===== config.mk =====
export PLATFORM = sky130hd
export DESIGN_NAME = addsub_rr_arbiter
export DESIGN_NICKNAME = d
export VERILOG_FILES = /design/src/rtl/addsub_arb_pkg.sv /design/src/rtl/add_sub_module.sv /design/src/rtl/addsub_rr_arbiter_rr_pick.sv /design/src/rtl/addsub_rr_arbiter.sv
export SDC_FILE = /design/constraint.sdc
export NUM_CORES = 1
export LEC_CHECK = 0
export BUFFER_PORTS_ARGS = -buffer_cell sky130_fd_sc_hd__buf_2
export CELL_PAD_IN_SITES_DETAIL_PLACEMENT = 0
export CELL_PAD_IN_SITES_GLOBAL_PLACEMENT = 2
export CORE_MARGIN = 2
export CORE_UTILIZATION = 27
export DETAILED_ROUTE_END_ITERATION = 10
export PLACE_DENSITY_LB_ADDON = 0.1
export SETUP_SLACK_MARGIN = 0.1
export SYNTH_ARGS = -nofsm -noshare
export SYNTH_HDL_FRONTEND = slang
export SYNTH_HIERARCHICAL = 1
export SYNTH_SLANG_ARGS = --single-unit

===== constraint.sdc =====
create_clock -name clk -period 3.5 [get_ports clk]
set_input_delay 0.175 -clock clk [delete_from_list [all_inputs] [get_ports clk]]
set_output_delay 0.175 -clock clk [all_outputs]
set_load 0.01 [all_outputs]

===== src/rtl/addsub_arb_pkg.sv =====
// rtl/addsub_arb_pkg.sv - shared widths and result layout for the add/sub round-robin arbiter
// Result record packing: sum at [3:0], carry at [4], ovf at [5], zero at [6].
package addsub_arb_pkg;

    localparam int DATA_W  = 4;
    localparam int MAX_REQ = 8;

    typedef struct packed {
        logic              zero;
        logic              ovf;
        logic              carry;
        logic [DATA_W-1:0] sum;
    } result_t;

    localparam int RES_SUM_LSB   = 0;
    localparam int RES_CARRY_BIT = 4;
    localparam int RES_OVF_BIT   = 5;
    localparam int RES_ZERO_BIT  = 6;

endpackage


===== src/rtl/add_sub_module.sv =====
// rtl/add_sub_module.sv - 4-bit adder/subtractor, m=1 computes a-b as a + ~b + 1
// Ports: a, b operands; m mode (0 add, 1 sub); s sum; c_out carry (sub: 1 = no borrow).
module add_sub_module
    import addsub_arb_pkg::*;
(
    input  logic [DATA_W-1:0] a,
    input  logic [DATA_W-1:0] b,
    input  logic              m,
    output logic [DATA_W-1:0] s,
    output logic              c_out
);

    logic [DATA_W-1:0] t;

    assign t = b ^ {DATA_W{m}};
    assign {c_out, s} = {1'b0, a} + {1'b0, t} + {{DATA_W{1'b0}}, m};

endmodule


===== src/rtl/addsub_rr_arbiter_rr_pick.sv =====
// rtl/addsub_rr_arbiter_rr_pick.sv - round-robin pick: request vector + start pointer -> one-hot grant
// Ports: req request vector; ptr search start; grant one-hot; idx grant index; found any request.
module rr_pick #(
    parameter int NUM_REQ = 2,
    parameter int ID_W    = 1
) (
    input  logic [NUM_REQ-1:0] req,
    input  logic [ID_W-1:0]    ptr,
    output logic [NUM_REQ-1:0] grant,
    output logic [ID_W-1:0]    idx,
    output logic               found
);

    // Two copies of the request vector side by side: scanning upward from
    // ptr in the doubled vector visits ptr, ptr+1, ... with wrap for free.
    logic [2*NUM_REQ-1:0] dbl;

    assign dbl = {req, req};

    always_comb begin
        found = 1'b0;
        idx   = '0;
        grant = '0;
        for (int k = 0; k < 2 * NUM_REQ; k++) begin
            if (!found && (k >= int'(ptr)) && dbl[k]) begin
                found = 1'b1;
                idx   = ID_W'(k % NUM_REQ);
            end
        end
        if (found) begin
            grant[idx] = 1'b1;
        end
    end

endmodule


===== src/rtl/addsub_rr_arbiter.sv =====
// rtl/addsub_rr_arbiter.sv - round-robin share of one 4-bit add/sub datapath among NUM_REQ requesters
// Ports: clk, rst_n (async low); req_valid/req_ready/req_a/req_b/req_sub per requester;
// res_valid/res_ready handshake; res_sum, res_carry, res_ovf, res_zero, res_id result register.
module addsub_rr_arbiter
    import addsub_arb_pkg::*;
#(
    parameter int NUM_REQ = 2,
    parameter int ID_W    = (NUM_REQ > 1) ? $clog2(NUM_REQ) : 1
) (
    input  logic                      clk,
    input  logic                      rst_n,
    input  logic [NUM_REQ-1:0]        req_valid,
    output logic [NUM_REQ-1:0]        req_ready,
    input  logic [DATA_W*NUM_REQ-1:0] req_a,
    input  logic [DATA_W*NUM_REQ-1:0] req_b,
    input  logic [NUM_REQ-1:0]        req_sub,
    output logic                      res_valid,
    input  logic                      res_ready,
    output logic [DATA_W-1:0]         res_sum,
    output logic                      res_carry,
    output logic                      res_ovf,
    output logic                      res_zero,
    output logic [ID_W-1:0]           res_id
);

    logic               can_issue;
    logic               found;
    logic               transfer;
    logic [NUM_REQ-1:0] grant;
    logic [ID_W-1:0]    grant_idx;
    logic [ID_W-1:0]    rr_ptr;
    logic [DATA_W-1:0]  op_a;
    logic [DATA_W-1:0]  op_b;
    logic               op_m;
    logic [DATA_W-1:0]  sum;
    logic               carry;
    logic               ovf;
    result_t            res_q;

    // rst_n gate keeps req_ready low for the whole time reset is asserted.
    assign can_issue = rst_n & (~res_valid | res_ready);

    rr_pick #(
        .NUM_REQ (NUM_REQ),
        .ID_W    (ID_W)
    ) u_pick (
        .req   (req_valid),
        .ptr   (rr_ptr),
        .grant (grant),
        .idx   (grant_idx),
        .found (found)
    );

    assign req_ready = can_issue ? grant : '0;
    assign transfer  = can_issue & found;

    // Zeros when idle so the datapath never sees unselected or X operands.
    always_comb begin
        op_a = '0;
        op_b = '0;
        op_m = 1'b0;
        if (transfer) begin
            op_a = req_a[DATA_W*int'(grant_idx) +: DATA_W];
            op_b = req_b[DATA_W*int'(grant_idx) +: DATA_W];
            op_m = req_sub[grant_idx];
        end
    end

    add_sub_module u_alu (
        .a     (op_a),
        .b     (op_b),
        .m     (op_m),
        .s     (sum),
        .c_out (carry)
    );

    // Signed overflow: operand signs (a vs effective b) agree but the result sign differs.
    assign ovf = (op_a[DATA_W-1] ^ sum[DATA_W-1]) & ~(op_a[DATA_W-1] ^ (op_b[DATA_W-1] ^ op_m));

    always_ff @(posedge clk or negedge rst_n) begin
        if (!rst_n) begin
            res_q     <= '0;
            res_valid <= 1'b0;
            res_id    <= '0;
            rr_ptr    <= '0;
        end else if (transfer) begin
            res_q.sum   <= sum;
            res_q.carry <= carry;
            res_q.ovf   <= ovf;
            res_q.zero  <= ~|sum;
            res_valid   <= 1'b1;
            res_id      <= grant_idx;
            rr_ptr      <= (grant_idx == ID_W'(NUM_REQ - 1)) ? '0 : grant_idx + 1'b1;
        end else if (res_ready) begin
            res_valid <= 1'b0;
        end
    end

    assign res_sum   = res_q[RES_SUM_LSB +: DATA_W];
    assign res_carry = res_q[RES_CARRY_BIT];
    assign res_ovf   = res_q[RES_OVF_BIT];
    assign res_zero  = res_q[RES_ZERO_BIT];

endmodule


==> results.cfg <==
[routing]
postRouteWirelength_um = 1760
routed_via_density = 4.69
firstDrtPassIters = 3
wl_per_cell_um = 11.8
initialDrtViolationCount = 9
ant_nets = 0
detailroute.via_count = 704
drc = 0

[critical_path]
critical_path_cell_sequence = dlygate4sd3_1, buf_2, nand3_4, nor2_1, xor2_1, ha_1, nor4b_1, a31oi_1, nand4_1, or4_1, o21ai_1
critPathMaxFanout = 13
worst-r2r-setup-slack_ns = 0.65
worst_r2r_path_depth = 12
critical_path_required_ns = 3.69
worst_ep_arrival_time_ns = 3.11
path_class = input pin to flop
timing.rr.end = res_zero
crit_path_launch_type = input pin
reg2reg_from = rr_ptr
cp-end-kind = flop
timing.critical_path.max_delay_family = simple AND/OR/NAND/NOR gates
cp_slowest_stage_delay_ns = 0.55
critPathSlowestCell = or4_1
timing.critical_path.buf_inv = 2

[floorplanning]
die_y_um = 59.2
floorplan.initialDensity = 0.276
die_width_um = 59.2
floorplan.die_area_mm2 = 0.00350
fp.coreArea_mm2 = 0.00298
io-pin-count = 34
placement_rows = 20

[synthesis]
synthesis.nets = 107
netlist_instances = 80
post-synth-top-count-cell = mux2i_1
yosys_register_bits = 10
post_synthesis_instance_area_um2 = 822
synth.top_cells.by_area = dfrtp_1 30%, mux2i_1 13%, mux2_4 7.3%
synth_ff_type = dfrtp_1
synth.top_cells.by_count = 11 x mux2i_1, 10 x dfrtp_1, 10 x nor2_1
synth_cell_type_count = 28
synth_warnings = 6
async_reset_ff_frac = 1.00
synth.avg_cell_area_um2 = 10.3
synth_top_area_frac = 0.304
netlist.top_cell.by_area = dfrtp_1
synth_seq_area_share = 0.304
post_synth_edffs = 0

[clock_tree]
cts_made_buffers = 3
max-clock-path-buffers = 2
clock_latency_ns = 0.26
path_clk_slew_ns = 0.07
clock_tree_from_tritoncts = built
clk_root_buffer_cell = clkbuf_4
cts_sinks = 10
cts-htree-levels = 1
post_cts.resized_instances = 0

[global_route]
vias_in_the_first_global_route = 677
gr-usage-all-layers = 0.114
grt_remaining_overflow = 0
initial_antenna_violation_count = 0
grt_pass1_wl_um = 3000
global_route.usage.met3 = 0.0109
pin_count_of_the_biggest_net_entering_global_routing = 14
globalRouteMet1Util = 0.129
globalRoute.busiestLayer = met2
m2_gr_usage = 0.210

[placed_design]
gp_congestion = 0.626
detailedPlacementHpwl_um = 1470
port_buffers = 33
place_worst_setup_slack_ns = 0.614

[sta]
slew_violations = 0
finalHoldViolCount = 0
timing.max_slew.rel_slack = 0.778
worst_pin_slew_ns = 0.331
min_period_over_period = 0.834
fmax_achieved_mhz = 343
finalClockSkew_ns = 0.000914
setup-violations-final = 0
finalWorstSetupSlack_ns = 0.581
grt_setup_unrepaired = false
tns_ns = 0
clock_period_minus_worst_slack_ns = 2.92

[finish]
area_delta_synth_final_pct = 29.2
final_nets = 145
final.fill_count = 309
final_layout_size_suffix_gt1_frac = 0.410
antenna-diode-count = 0

[worst_hold_path]
whs_endpoint = res_valid
worst_hold_path_type = input pin to flop
worstHoldStart = res_ready
hold_depth = 3

[power]
worst_ir_drop_vdd_uv = 86.2
p_per_area_mw_per_mm2 = 441
power.static_leakage_nw = 0.572

[run]
cap_viol_max_count = 0

[outcome]
status = completed
sequential cells by signal, summed over array words and instances, names as in the netlist:
register,flops
rr_ptr,1
res_zero,1
res_carry,1
res_ovf,1
res_sum,4
res_id,1
res_valid,1
report_power, final:
group | internal (mW) | leakage [nW] | switching [mW]
clock | 0.0632 | 0.0210 | 0.0409
combinational | 0.102 | 0.425 | 0.0987
sequential | 0.147 | 0.126 | 0.0172
total | 0.312 | 0.572 | 0.157
worst register-to-register path, cell delays in order, from the launching register on:
cell and delay, ns:
dfrtp_1 0.37, inv_1 0.06, a21boi_1 0.14, buf_4 0.23, mux2i_1 0.10, nor2_1 0.27
xor2_1 0.19, ha_1 0.27, nor4b_1 0.15, a31oi_1 0.14, nand4_1 0.18, or4_1 0.55
o21ai_1 0.13
per-stage QoR:
| step | total power, mW | std cells | area (µm²) | hold WS (ns) | utilization |
|---|---|---|---|---|---|
| final | 0.469 | 150 | 1060 | 0.203 | 0.357 |
| after global routing | 0.507 | 150 | 1060 | 0.221 | 0.357 |
| after floorplan | 0.300 | 80 | 822 | -0.121 | - |
| after CTS | 0.478 | 150 | 1060 | 0.201 | 0.357 |
| after global placement | 0.370 | 145 | 1020 | 0.0780 | 0.341 |
| after detailed placement | 0.370 | 145 | 1020 | 0.0754 | 0.341 |
per-layer routing:
| layer | up-vias | part of all wire |
|---|---|---|
| li1 | 358 | - |
| met4 | 0 | 0.0096 |
| met1 | 319 | 0.40 |
| met3 | 2 | 0.057 |
| met2 | 25 | 0.53 |
| met5 | - | 0 |
how the worst max path moves through the flow:
stage / startpoint / end / depth (start not counted)
floorplan: rr_ptr / res_zero / 12
global placement: rr_ptr / res_zero / 12
detailed placement: rr_ptr / res_zero / 12
CTS: rst_n / res_zero / 11
global route: rst_n / res_zero / 11
finish: rst_n / res_zero / 11
cell families after synthesis:
logic type,count (synthesis),synth area share
AND/OR/NAND/NOR,26,0.186
multiplexers,18,0.248
AO/OA/AOI/OAI,10,0.0746
flip-flops,10,0.304
XOR/XNOR,7,0.0746
buffers and inverters,5,0.0426
adder cells (fa/ha/maj),4,0.0700
what timing repair did:
action / 4_1_cts / 5_1_grt
hold buffers: 1 / 0
endpoints found under the hold margin: 10 / 0
buffers inserted: 0 / 0
layout by cell type, fill, tap and decap left out, types with 2 or more instances in the layout:
cell type  count
and3_1         2
a21oi_1        2
xor2_1         5
buf_4          2
inv_1          2
a21boi_1       3
mux2_4         4
nor2_1        10
clkbuf_4       3
buf_2         33
mux2i_1       11
mux2_2         3
xnor2_1        2
ha_1           3
or4_1          2
o21ai_1        2
dfrtp_1       10
nand4_1        2
nand2_1        4
final cells by class:
type	count	area [µm²]	share of cell area
Multi-Input combinational cell	65	537	0.505
Inverter	2	7.51	0.00707
Sequential cell	10	250	0.236
Tap cell	33	41.3	0.0389
Timing Repair Buffer	36	190	0.179
Clock buffer	4	36.3	0.0342
Power figures use the tool's default switching activity.
